==> src/rtl/uart_rx_deframer_if.sv <==
// Byte stream from the UART receive deframer to its consumer.
// Valid/ready handshake; a transfer occurs when both are high.
interface uart_rx_deframer_if;
    logic [7:0] rx_data;
    logic       rx_valid;
    logic       rx_ready;

    modport master (
        output rx_data,
        output rx_valid,
        input  rx_ready
    );

    modport slave (
        input  rx_data,
        input  rx_valid,
        output rx_ready
    );
endinterface

==> src/rtl/uart_rx_deframer.sv <==
// 8N1 serial receive deframer with mid-bit sampling.
// Received bytes are buffered in a fall-through FIFO.
module uart_rx_deframer #(
    parameter int CLKS_PER_BIT = 434,
    parameter int FIFO_DEPTH   = 4
) (
    input  logic               clk,
    input  logic               reset,
    input  logic               rx,
    uart_rx_deframer_if.master byte_if,
    output logic               frame_err,
    output logic               overrun,
    output logic               busy
);

    localparam int BW    = $clog2(CLKS_PER_BIT);
    localparam int PTR_W = $clog2(FIFO_DEPTH);
    localparam int CNT_W = PTR_W + 1;

    localparam logic [BW-1:0]    HALF_M1 = BW'(CLKS_PER_BIT / 2 - 1);
    localparam logic [BW-1:0]    FULL_M1 = BW'(CLKS_PER_BIT - 1);
    localparam logic [CNT_W-1:0] DEPTH_C = CNT_W'(FIFO_DEPTH);

    typedef enum logic [1:0] {
        IDLE,
        START,
        DATA,
        STOP
    } state_t;

    // Synchronizer and falling-edge detect
    logic rx_s1;
    logic rx_s;
    logic live1;
    logic live;
    logic prev_hi;
    logic fall;

    // prev_hi only counts highs that came from the pin, not reset values,
    // so a frame in flight at reset release cannot fake a start edge.
    always_ff @(posedge clk) begin
        if (reset) begin
            rx_s1   <= 1'b1;
            rx_s    <= 1'b1;
            live1   <= 1'b0;
            live    <= 1'b0;
            prev_hi <= 1'b0;
        end else begin
            rx_s1   <= rx;
            rx_s    <= rx_s1;
            live1   <= 1'b1;
            live    <= live1;
            prev_hi <= live & rx_s;
        end
    end

    assign fall = prev_hi & ~rx_s;

    // Frame FSM
    state_t          state_q;
    state_t          state_d;
    logic [BW-1:0]   cnt_q;
    logic [BW-1:0]   cnt_d;
    logic [2:0]      bit_q;
    logic [2:0]      bit_d;
    logic [7:0]      sh_q;
    logic [7:0]      sh_d;
    logic            push_req;
    logic            ferr_d;

    always_ff @(posedge clk) begin
        if (reset) begin
            state_q <= IDLE;
            cnt_q   <= '0;
            bit_q   <= '0;
            sh_q    <= '0;
        end else begin
            state_q <= state_d;
            cnt_q   <= cnt_d;
            bit_q   <= bit_d;
            sh_q    <= sh_d;
        end
    end

    always_comb begin
        state_d  = state_q;
        cnt_d    = cnt_q + BW'(1);
        bit_d    = bit_q;
        sh_d     = sh_q;
        push_req = 1'b0;
        ferr_d   = 1'b0;
        unique case (state_q)
            IDLE: begin
                cnt_d = '0;
                if (fall) begin
                    state_d = START;
                end
            end
            START: begin
                if (cnt_q == HALF_M1) begin
                    cnt_d = '0;
                    if (!rx_s) begin
                        bit_d   = '0;
                        state_d = DATA;
                    end else begin
                        state_d = IDLE;
                    end
                end
            end
            DATA: begin
                if (cnt_q == FULL_M1) begin
                    cnt_d = '0;
                    sh_d  = {rx_s, sh_q[7:1]};
                    bit_d = bit_q + 3'd1;
                    if (bit_q == 3'd7) begin
                        state_d = STOP;
                    end
                end
            end
            STOP: begin
                if (cnt_q == FULL_M1) begin
                    cnt_d   = '0;
                    state_d = IDLE;
                    if (rx_s) begin
                        push_req = 1'b1;
                    end else begin
                        ferr_d = 1'b1;
                    end
                end
            end
            default: begin
                state_d = IDLE;
            end
        endcase
    end

    assign busy = (state_q != IDLE);

    // Byte FIFO
    logic [7:0]       mem [FIFO_DEPTH];
    logic [PTR_W-1:0] rd_ptr;
    logic [PTR_W-1:0] wr_ptr;
    logic [CNT_W-1:0] count;
    logic             pop;
    logic             push;
    logic             full_ap;

    assign pop     = (count != '0) & byte_if.rx_ready;
    // Fullness is judged after a same-cycle pop frees a slot.
    assign full_ap = (count - CNT_W'(pop)) == DEPTH_C;
    assign push    = push_req & ~full_ap;

    always_ff @(posedge clk) begin
        if (reset) begin
            for (int i = 0; i < FIFO_DEPTH; i++) begin
                mem[i] <= '0;
            end
            rd_ptr    <= '0;
            wr_ptr    <= '0;
            count     <= '0;
            frame_err <= 1'b0;
            overrun   <= 1'b0;
        end else begin
            if (push) begin
                mem[wr_ptr] <= sh_q;
                wr_ptr      <= wr_ptr + PTR_W'(1);
            end
            if (pop) begin
                rd_ptr <= rd_ptr + PTR_W'(1);
            end
            count     <= count + CNT_W'(push) - CNT_W'(pop);
            frame_err <= ferr_d;
            overrun   <= push_req & full_ap;
        end
    end

    assign byte_if.rx_data  = mem[rd_ptr];
    assign byte_if.rx_valid = (count != '0);

endmodule

==> src/flat_wrapper.sv <==
// flat-port wrapper written by rule: the top's interface ports become plain ports
module uart_rx_deframer_flat 
#(
    parameter int CLKS_PER_BIT = 434,
    parameter int FIFO_DEPTH   = 4
)
  (clk, reset, rx, frame_err, overrun, busy, byte_if_rx_data, byte_if_rx_valid, byte_if_rx_ready);
  uart_rx_deframer_if byte_if_i ();
  input  logic clk;
  input  logic reset;
  input  logic rx;
  output logic frame_err;
  output logic overrun;
  output logic busy;
  output wire logic [$bits(byte_if_i.rx_data)-1:0] byte_if_rx_data;
  output wire logic [$bits(byte_if_i.rx_valid)-1:0] byte_if_rx_valid;
  input wire logic [$bits(byte_if_i.rx_ready)-1:0] byte_if_rx_ready;
  assign byte_if_rx_data = byte_if_i.rx_data;
  assign byte_if_rx_valid = byte_if_i.rx_valid;
  assign byte_if_i.rx_ready = byte_if_rx_ready;
  uart_rx_deframer #(.CLKS_PER_BIT(CLKS_PER_BIT), .FIFO_DEPTH(FIFO_DEPTH)) u_core (.clk(clk), .reset(reset), .rx(rx), .byte_if(byte_if_i), .frame_err(frame_err), .overrun(overrun), .busy(busy));
endmodule
==> config.mk <==
export PLATFORM = sky130hd
export DESIGN_NAME = uart_rx_deframer_flat
export DESIGN_NICKNAME = d
export VERILOG_FILES = /design/src/rtl/uart_rx_deframer_if.sv /design/src/rtl/uart_rx_deframer.sv /design/src/flat_wrapper.sv
export SDC_FILE = /design/constraint.sdc
export NUM_CORES = 1
export LEC_CHECK = 0
export CORE_UTILIZATION = 59
export DETAILED_ROUTE_END_ITERATION = 10
export GPL_ROUTABILITY_DRIVEN = 1
export PLACE_DENSITY = 0.8
export SLEW_MARGIN = 20
export SYNTH_ARGS = -nofsm -noshare
export SYNTH_HDL_FRONTEND = slang
export SYNTH_SLANG_ARGS = --single-unit
==> constraint.sdc <==
create_clock -name clk -period 3.2 [get_ports clk]
set_input_delay 0.64 -clock clk [delete_from_list [all_inputs] [get_ports clk]]
set_output_delay 0.64 -clock clk [all_outputs]
set_load 0.02 [all_outputs]
[Yosys cells after proc, flatten, opt, wreduce, memory -nomap -nowiden]
Memories as Yosys holds them, arrays and structs flattened. A register that Yosys moved wholly into a read port is not among the register bits.
Cells that the tools add are included.
Storage, ports and cells
  word-level logic and storage cells: 83
  ROM bits: 0
  register bits after elaboration: 36
  bits in latches: 0
  RAM bits: 32
  memories: 1
Cells by class
  mux-type cells: 29
  reductions and logical operators: 10
  shifts and indexed selects: 0
  multiply operators: 0
  eq/ne operators: 13
  $add $sub $neg: 7
  magnitude comparators: 0
  div/mod/pow operators: 0
  bitwise gates (word level): 9
Memory list
  u_core.mem: depth 4, bits a word 8, rd ports 1, clocked after memory_dff 1, write ports 4, line uart_rx_deframer.sv:140  | logic [7:0] mem [FIFO_DEPTH];
Operators by type and width (count)
  one-hot mux 9 bit (3 select lines): 1
  2-to-1 mux 2 bit: 9
  2-to-1 mux 9 bit: 2
  2-to-1 mux 1 bit: 11
  inequality test 2 x 1 -> 1 bit, second input constant: 5
  adder 9 x 1 -> 9 bit, second input constant: 1
  == test 9 x 8 -> 1 bit, second input constant: 1
  == test 9 bit, second input constant: 1
  2-to-1 mux 3 bit: 3
  2-to-1 mux 8 bit: 1
  one-hot mux 2 bit (4 select lines): 1
  OR reduction 8 bit: 1
  == test 3 bit, second input constant: 2
  one-hot mux 3 bit (2 select lines): 1
  subtractor 3 x 1 -> 3 bit: 2
  AND 1 bit: 5
  AND reduction 5 bit: 1
  adder 2 x 1 -> 2 bit, second input constant: 2
  == test 2 bit, second input constant: 2
  NOT 1 bit: 4
  AND reduction 4 bit: 1
  nonzero test 2 bit: 2
  adder 3 x 1 -> 3 bit: 1
  adder 3 x 1 -> 3 bit, second input constant: 1
  7 further kinds: 7

[Longest topological paths before layout]
  depth after elaboration: 11
  depth in mapped cells: 11
  mapped depth without buffers: 11

[Least setup slack after synthesis]
OpenSTA, ideal clock, no wires.
  kind: in2reg
  from: in byte_if_rx_ready
  to: mem u_core.mem[1][0], enable pin
  setup time: 398 ps
  cell stages on the path: 5
  setup slack: 439 ps
  data arrival time: 2363 ps
  required time: 2802 ps
  cell sequence: o31a_1 -> ha_1 -> xnor2_1 -> o21ai_0 -> o41ai_1
RTL lines
  start: declaration: line flat_wrapper.sv:17  | input wire logic [$bits(byte_if_i.rx_ready)-1:0] byte_if_rx_ready;
  end: declaration: line uart_rx_deframer.sv:140

==> impl_metrics.tcl <==
set metrics [dict create \
    cts_setup_buffers 0 \
    grt_max_degree 28 \
    hold_path.class "reg -> reg" \
    synth.avg_cell_area_um2 11.7 \
    postRouteAntennaNets 0 \
    avgRoutedWirePerCell_um 14.7 \
    cp.required_ns 2.56 \
    clk_pin_slew_worst_paths_ns 0.07 \
    grt_pass1_wl_um 8850 \
    grt_setup_unrepaired "false" \
    placed_area_um2 3360 \
    num-fill-cells 395 \
    final_cell_area_um2 3530 \
    die_area_um2 5600 \
    cp-end-kind "output port" \
    antenna_found_initial 0 \
    fp.coreArea_um2 5110 \
    synth_area_um2 3130 \
    initial_core_util 0.613 \
    dieHeight_um 74.9 \
    numCtsBuffers 9 \
    ys_warn_count 0 \
    setup_viol 0 \
    first_iter_violations 103 \
    cts.sinks 70 \
    cts.htree.levels 3 \
    nNetsFinal 302 \
    cts-resized-gates 0 \
    power.density_nw_per_um2 613 \
    period_share 0.877 \
    grtUsageTotal 0.222 \
    hpwl_um 3650 \
    gp_congestion 0.820 \
    status "finished, final reports clean" \
    crit_type "reg -> out" \
    worstSetupStartpointType "flip-flop" \
    vias 1911 \
    syn_to_final_growth_pct 12.7 \
    synth-seq-area-share 0.550 \
    timing.max_cap.violations 0 \
    hold_violations 0 \
    ir_worst_vdd_uv 516 \
    synth.net_count 281 \
    arrival_ns 2.17 \
    drc 0 \
    path_max_fanout 8 \
    fmax_mhz 356 \
    setup_tns_ns 0 \
    routed_wl_um 5340 \
    slew_viol_final 0 \
    clk_latency_ns 0.34 \
    cts_tree "done" \
    grt_pass1_vias 1842 \
    synth_seq_cells 70 \
    rows 26 \
    p_leak_nw 1.24 \
    synth_cell_types 47 \
    antenna_cells 0 \
    gr-total-overflow 0 \
    multi_input_area_um2 1300 \
    tightest_slew_ns 0.690 \
    cts_hold_buf 0 \
    cts_root_buf "clkbuf_8" \
    vias_per_cell 5.25 \
    synthesis.instances 268 \
    die_x_um 74.9 \
    drive_gt1_frac 0.163 \
    drtPass1Iterations 4 \
    max-slew-margin-rel 0.538 \
    clockBufferDepth 2 \
    period_needed_ns 2.81 \
    io_pins 16 \
    portBuffers 15 \
    ff_latch_area_um2 1720 \
    fin_skew_ns 0.00618 \
]
-- through the flow --
stage | hold slack (ns) | instances | utilization | total power, mW | setup slack [ns]
after floorplan | 0.389 | 268 | - | 1.41 | 0.439
after global placement | 0.392 | 348 | 0.659 | 1.58 | 0.266
after detailed placement | 0.397 | 348 | 0.659 | 1.59 | 0.161
after CTS | 0.413 | 364 | 0.691 | 2.18 | 0.344
after global routing | 0.446 | 364 | 0.691 | 2.27 | 0.289
final | 0.412 | 364 | 0.691 | 2.16 | 0.393
-- layer usage --
metal / part of all wire / wire length, um / global-route usage / vias to the layer above
met5: 0 / 0 / 0 / -
met4: 0.015 / 80 / 0.0818 / 0
met3: 0.046 / 244 / 0.0643 / 8
met2: 0.49 / 2610 / 0.344 / 36
met1: 0.45 / 2410 / 0.298 / 880
li1: - / - / - / 987
-- worst max-delay path: stages (launching register included) --
cell             delay (ns)
dfxtp_1                0.68
mux4_2                 0.59
clkdlybuf4s50_1        0.55
-- sequential cells by signal, indices dropped and copies added (netlist names), 2 cells and up, named ones only --
register,count
u_core.cnt_q,9
u_core.sh_q,8
u_core.bit_q,3
u_core.rd_ptr,2
u_core.mem,32
u_core.wr_ptr,2
u_core.count,3
-- cells in the final DEF (no fill, tap or decap), types with 2 or more instances in the layout --
cell type,netlist,routed
dfxtp_1,38,38
nor2_1,33,33
edfxtp_1,32,32
nand2_1,17,17
and2_1,16,16
clkdlybuf4s50_1,0,15
and3_1,10,10
nor3_2,9,9
clkbuf_8,0,9
buf_4,0,9
xnor2_1,8,8
inv_1,8,8
mux4_2,8,8
mux2i_1,8,8
ha_1,8,8
nand3_1,5,5
a21oi_1,5,5
xor2_1,4,4
nand2b_1,3,3
or2_2,3,3
or3_1,3,3
nor2b_1,3,3
nand4_1,3,3
nand3b_1,3,3
clkinvlp_4,0,3
clkinv_2,0,3
and4b_1,2,2
o21ai_0,2,2
clkinv_1,1,2
o41ai_1,2,2
nor3b_1,2,2
o211ai_1,2,2
nor3_1,2,2
-- cell type report --
type / instances / share of cell area
multi-input combinational: 175 / 0.369
timing repair buffer: 24 / 0.0617
clock inverter: 7 / 0.0117
tap: 70 / 0.0248
inverter: 9 / 0.00957
sequential: 70 / 0.488
clock buffer: 9 / 0.0351
-- report_power, final --
group | internal (mW) | switching, mW | total, mW
registers | 0.992 | 0.0700 | 1.06
clock network | 0.273 | 0.321 | 0.594
logic | 0.274 | 0.232 | 0.506
total | 1.54 | 0.623 | 2.16
-- cells in the mapped netlist (all sizes together) --
| library cell | count | area (um2) |
|---|---|---|
| clkinv | 1 | 3.75 |
| dfxtp | 38 | 761 |
| buf | 7 | 46.3 |
| nor3 | 11 | 100 |
| xnor2 | 8 | 70.1 |
| or3 | 3 | 18.8 |
| clkbuf | 7 | 27.5 |
| a21o | 1 | 7.51 |
| xor2 | 4 | 35.0 |
| nor2b | 3 | 18.8 |
| a31oi | 1 | 6.26 |
| o211ai | 2 | 15.0 |
| and3 | 10 | 62.6 |
| nor4 | 2 | 18.8 |
| nor2 | 33 | 124 |
| and4bb | 1 | 12.5 |
| nand2 | 17 | 63.8 |
| or2 | 3 | 18.8 |
| inv | 8 | 30.0 |
| nand2b | 3 | 18.8 |
| ha | 8 | 100 |
| or4 | 1 | 7.51 |
| o41ai | 2 | 17.5 |
| and2 | 16 | 100 |
| and4 | 1 | 8.76 |
| edfxtp | 32 | 961 |
| o21ai | 3 | 15.0 |
| nand3 | 5 | 25.0 |
| fa | 1 | 20.0 |
| nand4 | 4 | 40.0 |
| a22oi | 1 | 7.51 |
| mux2i | 8 | 80.1 |
| mux2 | 1 | 11.3 |
| and4b | 2 | 20.0 |
| o31a | 1 | 8.76 |
| nand3b | 3 | 22.5 |
| a21oi | 5 | 25.0 |
| nor3b | 2 | 15.0 |
| mux4 | 8 | 180 |
| a21boi | 1 | 7.51 |
-- logic make-up (layout without fill, tap and decap cells) --
family / count (synthesis) / after routing / synth area share
DFF: 70 / 70 / 0.550
AOI/OAI and AO/OA: 17 / 17 / 0.0352
adders and majority gates: 9 / 9 / 0.0384
xor gates and xnor gates: 12 / 12 / 0.0336
and+or+nand+nor: 120 / 120 / 0.222
muxes: 17 / 17 / 0.0867
buffers and inverters: 23 / 49 / 0.0344
-- path summary, 6_finish.rpt --
| check | startpoint | to | slack (ns) | depth (start not counted) |
|---|---|---|---|---|
| hold / removal | u_core.rx_s1 | u_core.rx_s | 0.41 | 1 |
| hold reg to reg | u_core.rx_s1 | u_core.rx_s | 0.41 | 1 |
| setup / recovery | flip-flop | byte_if_rx_data[7] | 0.39 | 2 |
| setup reg to reg | u_core.count[2] | u_core.count[2] | 0.66 | 11 |
Power figures use the tool's default switching activity.
